## src/rtl/ult_trigger.sv

```systemverilog
// ult_trigger: transmit-side sequencer for the ultrasonic ranging peripheral.
// Fires a fixed-width TRIG pulse, opens a measurement window while the
// synchronized echo is high, flags done/timeout, and enforces a hold-off
// before the sensor may be triggered again. All outputs are registered.
module ult_trigger #(
  parameter int TRIG_CYC      = 500,
  parameter int ECHO_WAIT_CYC = 25000,
  parameter int ECHO_MAX_CYC  = 1250000,
  parameter int HOLDOFF_CYC   = 3000000,
  parameter int CNT_W         = 22
) (
  input  logic clk,
  input  logic rst,
  input  logic start,
  input  logic continuous,
  input  logic echo,
  output logic trig,
  output logic meas_en,
  output logic busy,
  output logic done,
  output logic timeout
);

  typedef enum logic [2:0] {
    S_IDLE,
    S_TRIG,
    S_WAIT_HI,
    S_ECHO,
    S_HOLDOFF
  } state_t;

  // Terminal counts: each state leaves on its last cycle, so the shared
  // counter never wraps.
  localparam logic [CNT_W-1:0] TRIG_LAST = CNT_W'(TRIG_CYC - 1);
  localparam logic [CNT_W-1:0] WAIT_LAST = CNT_W'(ECHO_WAIT_CYC - 1);
  localparam logic [CNT_W-1:0] ECHO_LAST = CNT_W'(ECHO_MAX_CYC - 1);
  localparam logic [CNT_W-1:0] HOLD_LAST = CNT_W'(HOLDOFF_CYC - 1);

  state_t           state_reg;
  logic [CNT_W-1:0] cnt_reg;
  logic             echo_meta_reg;
  logic             echo_s_reg;
  logic             trig_reg;
  logic             meas_en_reg;
  logic             busy_reg;
  logic             done_reg;
  logic             timeout_reg;

  assign trig    = trig_reg;
  assign meas_en = meas_en_reg;
  assign busy    = busy_reg;
  assign done    = done_reg;
  assign timeout = timeout_reg;

  // Two-flop synchronizer for the asynchronous echo line.
  always_ff @(posedge clk or negedge rst) begin
    if (!rst) begin
      echo_meta_reg <= 1'b0;
      echo_s_reg    <= 1'b0;
    end else begin
      echo_meta_reg <= echo;
      echo_s_reg    <= echo_meta_reg;
    end
  end

  // Ranging-cycle FSM with shared counter and registered outputs.
  always_ff @(posedge clk or negedge rst) begin
    if (!rst) begin
      state_reg   <= S_IDLE;
      cnt_reg     <= '0;
      trig_reg    <= 1'b0;
      meas_en_reg <= 1'b0;
      busy_reg    <= 1'b0;
      done_reg    <= 1'b0;
      timeout_reg <= 1'b0;
    end else begin
      done_reg    <= 1'b0;
      timeout_reg <= 1'b0;
      cnt_reg     <= cnt_reg + CNT_W'(1);
      case (state_reg)
        S_IDLE: begin
          // Counter parked at zero while idle; start while busy is never seen here.
          cnt_reg <= '0;
          if (start || continuous) begin
            state_reg <= S_TRIG;
            trig_reg  <= 1'b1;
            busy_reg  <= 1'b1;
          end
        end
        S_TRIG: begin
          if (cnt_reg == TRIG_LAST) begin
            state_reg <= S_WAIT_HI;
            cnt_reg   <= '0;
            trig_reg  <= 1'b0;
          end
        end
        S_WAIT_HI: begin
          // An echo seen on the final wait cycle still counts as an echo.
          if (echo_s_reg) begin
            state_reg   <= S_ECHO;
            cnt_reg     <= '0;
            meas_en_reg <= 1'b1;
          end else if (cnt_reg == WAIT_LAST) begin
            state_reg   <= S_HOLDOFF;
            cnt_reg     <= '0;
            timeout_reg <= 1'b1;
          end
        end
        S_ECHO: begin
          // Echo fall takes priority over the max-duration limit.
          if (!echo_s_reg) begin
            state_reg   <= S_HOLDOFF;
            cnt_reg     <= '0;
            meas_en_reg <= 1'b0;
            done_reg    <= 1'b1;
          end else if (cnt_reg == ECHO_LAST) begin
            state_reg   <= S_HOLDOFF;
            cnt_reg     <= '0;
            meas_en_reg <= 1'b0;
            timeout_reg <= 1'b1;
          end
        end
        S_HOLDOFF: begin
          // Echo is deliberately ignored, so a stuck-high line cannot hold us here.
          if (cnt_reg == HOLD_LAST) begin
            state_reg <= S_IDLE;
            cnt_reg   <= '0;
            busy_reg  <= 1'b0;
          end
        end
        default: begin
          state_reg   <= S_IDLE;
          cnt_reg     <= '0;
          trig_reg    <= 1'b0;
          meas_en_reg <= 1'b0;
          busy_reg    <= 1'b0;
        end
      endcase
    end
  end

endmodule

```

## config.mk

```make
export PLATFORM = sky130hd
export DESIGN_NAME = ult_trigger
export DESIGN_NICKNAME = d
export VERILOG_FILES = /design/src/rtl/ult_trigger.sv
export SDC_FILE = /design/constraint.sdc
export NUM_CORES = 1
export LEC_CHECK = 0
export BUFFER_PORTS_ARGS = -buffer_cell sky130_fd_sc_hd__buf_2
export CAP_MARGIN = 20
export CORE_MARGIN = 2
export CORE_UTILIZATION = 67
export CTS_BUF_LIST = sky130_fd_sc_hd__clkbuf_2
export CTS_CLUSTER_DIAMETER = 100
export CTS_CLUSTER_SIZE = 24
export DETAILED_ROUTE_END_ITERATION = 12
export GPL_TIMING_DRIVEN = 0
export MAX_ROUTING_LAYER = met4
export PLACE_DENSITY_LB_ADDON = 0.3
export SYNTH_ARGS = -nofsm -noshare
export SYNTH_HDL_FRONTEND = slang
export SYNTH_SLANG_ARGS = --single-unit
```

## constraint.sdc

```tcl
create_clock -name clk -period 5.2 [get_ports clk]
set_input_delay 0.26 -clock clk [delete_from_list [all_inputs] [get_ports clk]]
set_output_delay 0.26 -clock clk [all_outputs]
set_load 0.01 [all_outputs]
```

==> implementation parameters <==
Parameter                              Value

Synthesis
  Simple-Gate Fraction of Synth Area    29.9%
  Post-synthesis share of cell area spent on full adders, half adders and majority gates    0.761%
  Share of async-settable or async-resettable flops after synthesis    100%
  Share of the synthesized area in compound gates (AO/OA/AOI/OAI)    7.00%
  Multiplexer share of the synthesized area    0%
  Post-Synthesis Cell Area    1640 sq um
  EDFF count, synth    0
  Post-synthesis cell type count    35
  Mapped Nets    186
  Part of the Yosys area used for sequential elements    48.7%
  Area share of the largest cell type after synthesis    48.7%
  Mean post-synth cell area    9.13 sq um
  Synthesis warning total    0
  Share of the synthesized netlist area taken by xor and xnor gates    10.7%
  Combinational family with the most area after synthesis    simple AND/OR/NAND/NOR gates
  Synth area leader    dfrtp_1
  Area contributors post-synth    dfrtp_1, nor2_1, xnor2_1, xor2_1, nand2_1
  Top flip-flop cell by instance count after synthesis    dfrtp_1
  Synthesized instance count    180
  Synthesis-stage register bit count    32

STA
  Post-layout minimum cycle time    2420 ps
  Post-route fraction of the period consumed by the critical path    46.6%
  Setup repair after global routing missed its margin    false
  Tightest Pin Transition    684 ps
  Final-layout worst hold slack    350 ps
  Max-slew headroom    54.4%
  Fin. Hold Viols    0
  Slack of the critical path    2780 ps
  # setup viols final    0
  Slew Viols, Final    0
  Timing-limited maximum frequency    413 MHz
  Setup Total Neg Slack    0 ps
  Clk_skew    16.3 ps

Global route
  Overall overflow remaining after global route    0
  Antenna violations before repair    0
  Overall Global Routing Usage    32.3%
  Via count of the first global-routing pass    1,339
  First-pass GRT wire length    6200 um
  Largest net degree at the start of global routing    33

Floorplanning
  Total die area    2870 sq um
  Horizontal extent of the die    53.5 um
  CORE AREA    2280 sq um
  Number of rows in the core area    17
  Die height    53.5 um
  # IOs    10
  Initial Util    72.2%

Clock tree
  Max H-tree Level    2
  Root cell of the clock tree    clkbuf_2
  Clock-pin slew on the worst setup and hold paths    150 ps
  Post-CTS setup buffer count    0
  Clock Tree Buf Depth    2
  Clock tree from TritonCTS    built
  Hold bufs inserted after CTS    2
  Clk sink count    32
  CTS Buf Count    5
  Clock latency of the later-clocked register in the worst-skew pair    370 ps
  Post-CTS resize count    0

Route
  Count of routing violations after the opening detailed-route iteration    50
  Remaining antenna violation count after routing    0
  # DRC    0
  Detail-routed net length per standard cell    15.8 um
  1st-pass router iterations    4
  Via count normalized by instance count    6.00
  Routed vias    1,362
  Total detailed-routing wirelength    3580 um

Placed design
  Placed insts    217
  Instance area after placement    1720 sq um
  Place WS    2890 ps
  Post-detailed-placement half-perimeter wirelength    2600 um
  Final estimated routing congestion in global placement    0.878
  I/O Buffers    9

Cells and area
  Finished Layout Cells    227
  Finished layout cell area    1780 sq um
  Net count reported at finish    204
  Most common cell after layout, fill and taps aside    nor2_1
  Max reg flops    22
  Top library cells by usage in the layout, fill and taps aside    nor2_1, dfrtp_1, nand2_1, xnor2_1
  Share of layout cells above drive strength 1    11.6%
  Layout overhead on the synthesized area    8.45%
  Ant diodes    0

Critical path
  Slowest cell delay on critical path    470 ps
  Worst reg2reg setup slack    2780 ps
  Startpoint type of the worst setup path    flip-flop
  Worst-path fanout max    10
  Crit path max-delay cell type    nor2_1
  CP arrival    2680 ps
  Cell mode on critical path    nor2_1
  Critical R2R Capture    cnt_reg[19]
  Classification of the worst setup path    flip-flop to flip-flop
  Cell chain of the critical path    ha_1 -> nand3_1 -> nor2_1 -> a41oi_1 -> a21o_1 -> nor2_4 -> buf_4 -> nor2_1
  Data required, critical path    5460 ps
  Depth of the most critical reg-to-reg path    8
  Critical Path End Type    flip-flop
  Beginning of the worst register-to-register path    cnt_reg[0]

Run status
  Result of the run    complete, no violations

Pwr
  Portion of total power attributed to the clock network    30.9%
  Cell internal power dissipation    288 uW
  Leakage power    0.000826 uW
  Pwr dens    210 nW/um^2
  Switching component of the power    86.0 uW
  Flop pwr share    67.0%
  Max IR drop VDD    0.220 mV
  Combinational Power Share    2.2%
  Net Sw Frac    23.0%

Worst hold path
  Worst-case hold path end point    busy
  Worst min-delay path class    input pin to flip-flop
  Hold Path Cell Cnt    4
  Startpoint of the most critical hold path    start

Job
  Number of maximum-capacitance constraint violations    0
==> per-layer routing <==
metal	vias up	GRT usage, %	share of wire, %
li1	653	-	-
met1	658	41.3	45
met2	42	50.2	47
met3	9	9.44	5.6
met4	0	9.40	1.9
met5	-	-	0
==> cell type report <==
class / count / area, sq um
Sequential cell: 32 / 801
Inverter: 6 / 22.5
Timing Repair Buffer: 11 / 65.1
Clock buffer: 7 / 35.0
Multi-Input combinational cell: 137 / 795
Buffer: 5 / 26.3
Fill cell: 149 / 493
Clock inverter: 1 / 3.75
Tap cell: 28 / 35.0
==> cells in the mapped netlist, types with 4 or more instances <==
master   count
nand4_1      8
inv_1        6
nor2_1      39
xor2_1       8
o21ai_0      5
nor4_1       4
xnor2_1     12
nand2_1     17
nand3_1      9
nor2b_1      4
dfrtp_1     32
==> power by group through the flow <==
stage          clock [uW]  sequential (uW)  combinational [uW]
4_1_cts               116              251                8.38
6_report              116              251                8.10
3_3_place_gp            0              255                6.94
3_5_place_dp            0              255                7.32
2_1_floorplan           0              255                1.01
5_1_grt               129              251                9.71
==> metrics by stage <==
stage	utilization [%]	total power, uW
global placement	75.8	262
CTS	78.3	375
global route	78.3	389
finish	78.3	374
detailed placement	75.8	263
floorplan	-	256
==> worst max-delay path by stage <==
stage,from,to,depth (start not counted)
2_1_floorplan,cnt_reg[15],cnt_reg[14],7
3_3_place_gp,cnt_reg[0],cnt_reg[21],8
3_5_place_dp,cnt_reg[0],cnt_reg[19],8
4_1_cts,cnt_reg[0],cnt_reg[19],8
5_1_grt,cnt_reg[0],cnt_reg[19],8
6_report,cnt_reg[0],cnt_reg[19],8
==> logic make-up after synthesis <==
group	after synthesis
simple gates	99
compound gates	17
fa+ha+maj	1
xor+xnor	20
buf+inv	11
flops	32
==> worst max-delay path: cells and delay by family, from the launching register on <==
| kind | cells | cell delay, ps |
|---|---|---|
| AND/OR/NAND/NOR | 4 | 870 |
| AO/OA/AOI/OAI | 2 | 590 |
| flip-flops | 1 | 420 |
| adder cells (fa/ha/maj) | 1 | 240 |
| buffers and inverters | 1 | 200 |
Note: power is estimated with default switching activity, not from simulation.
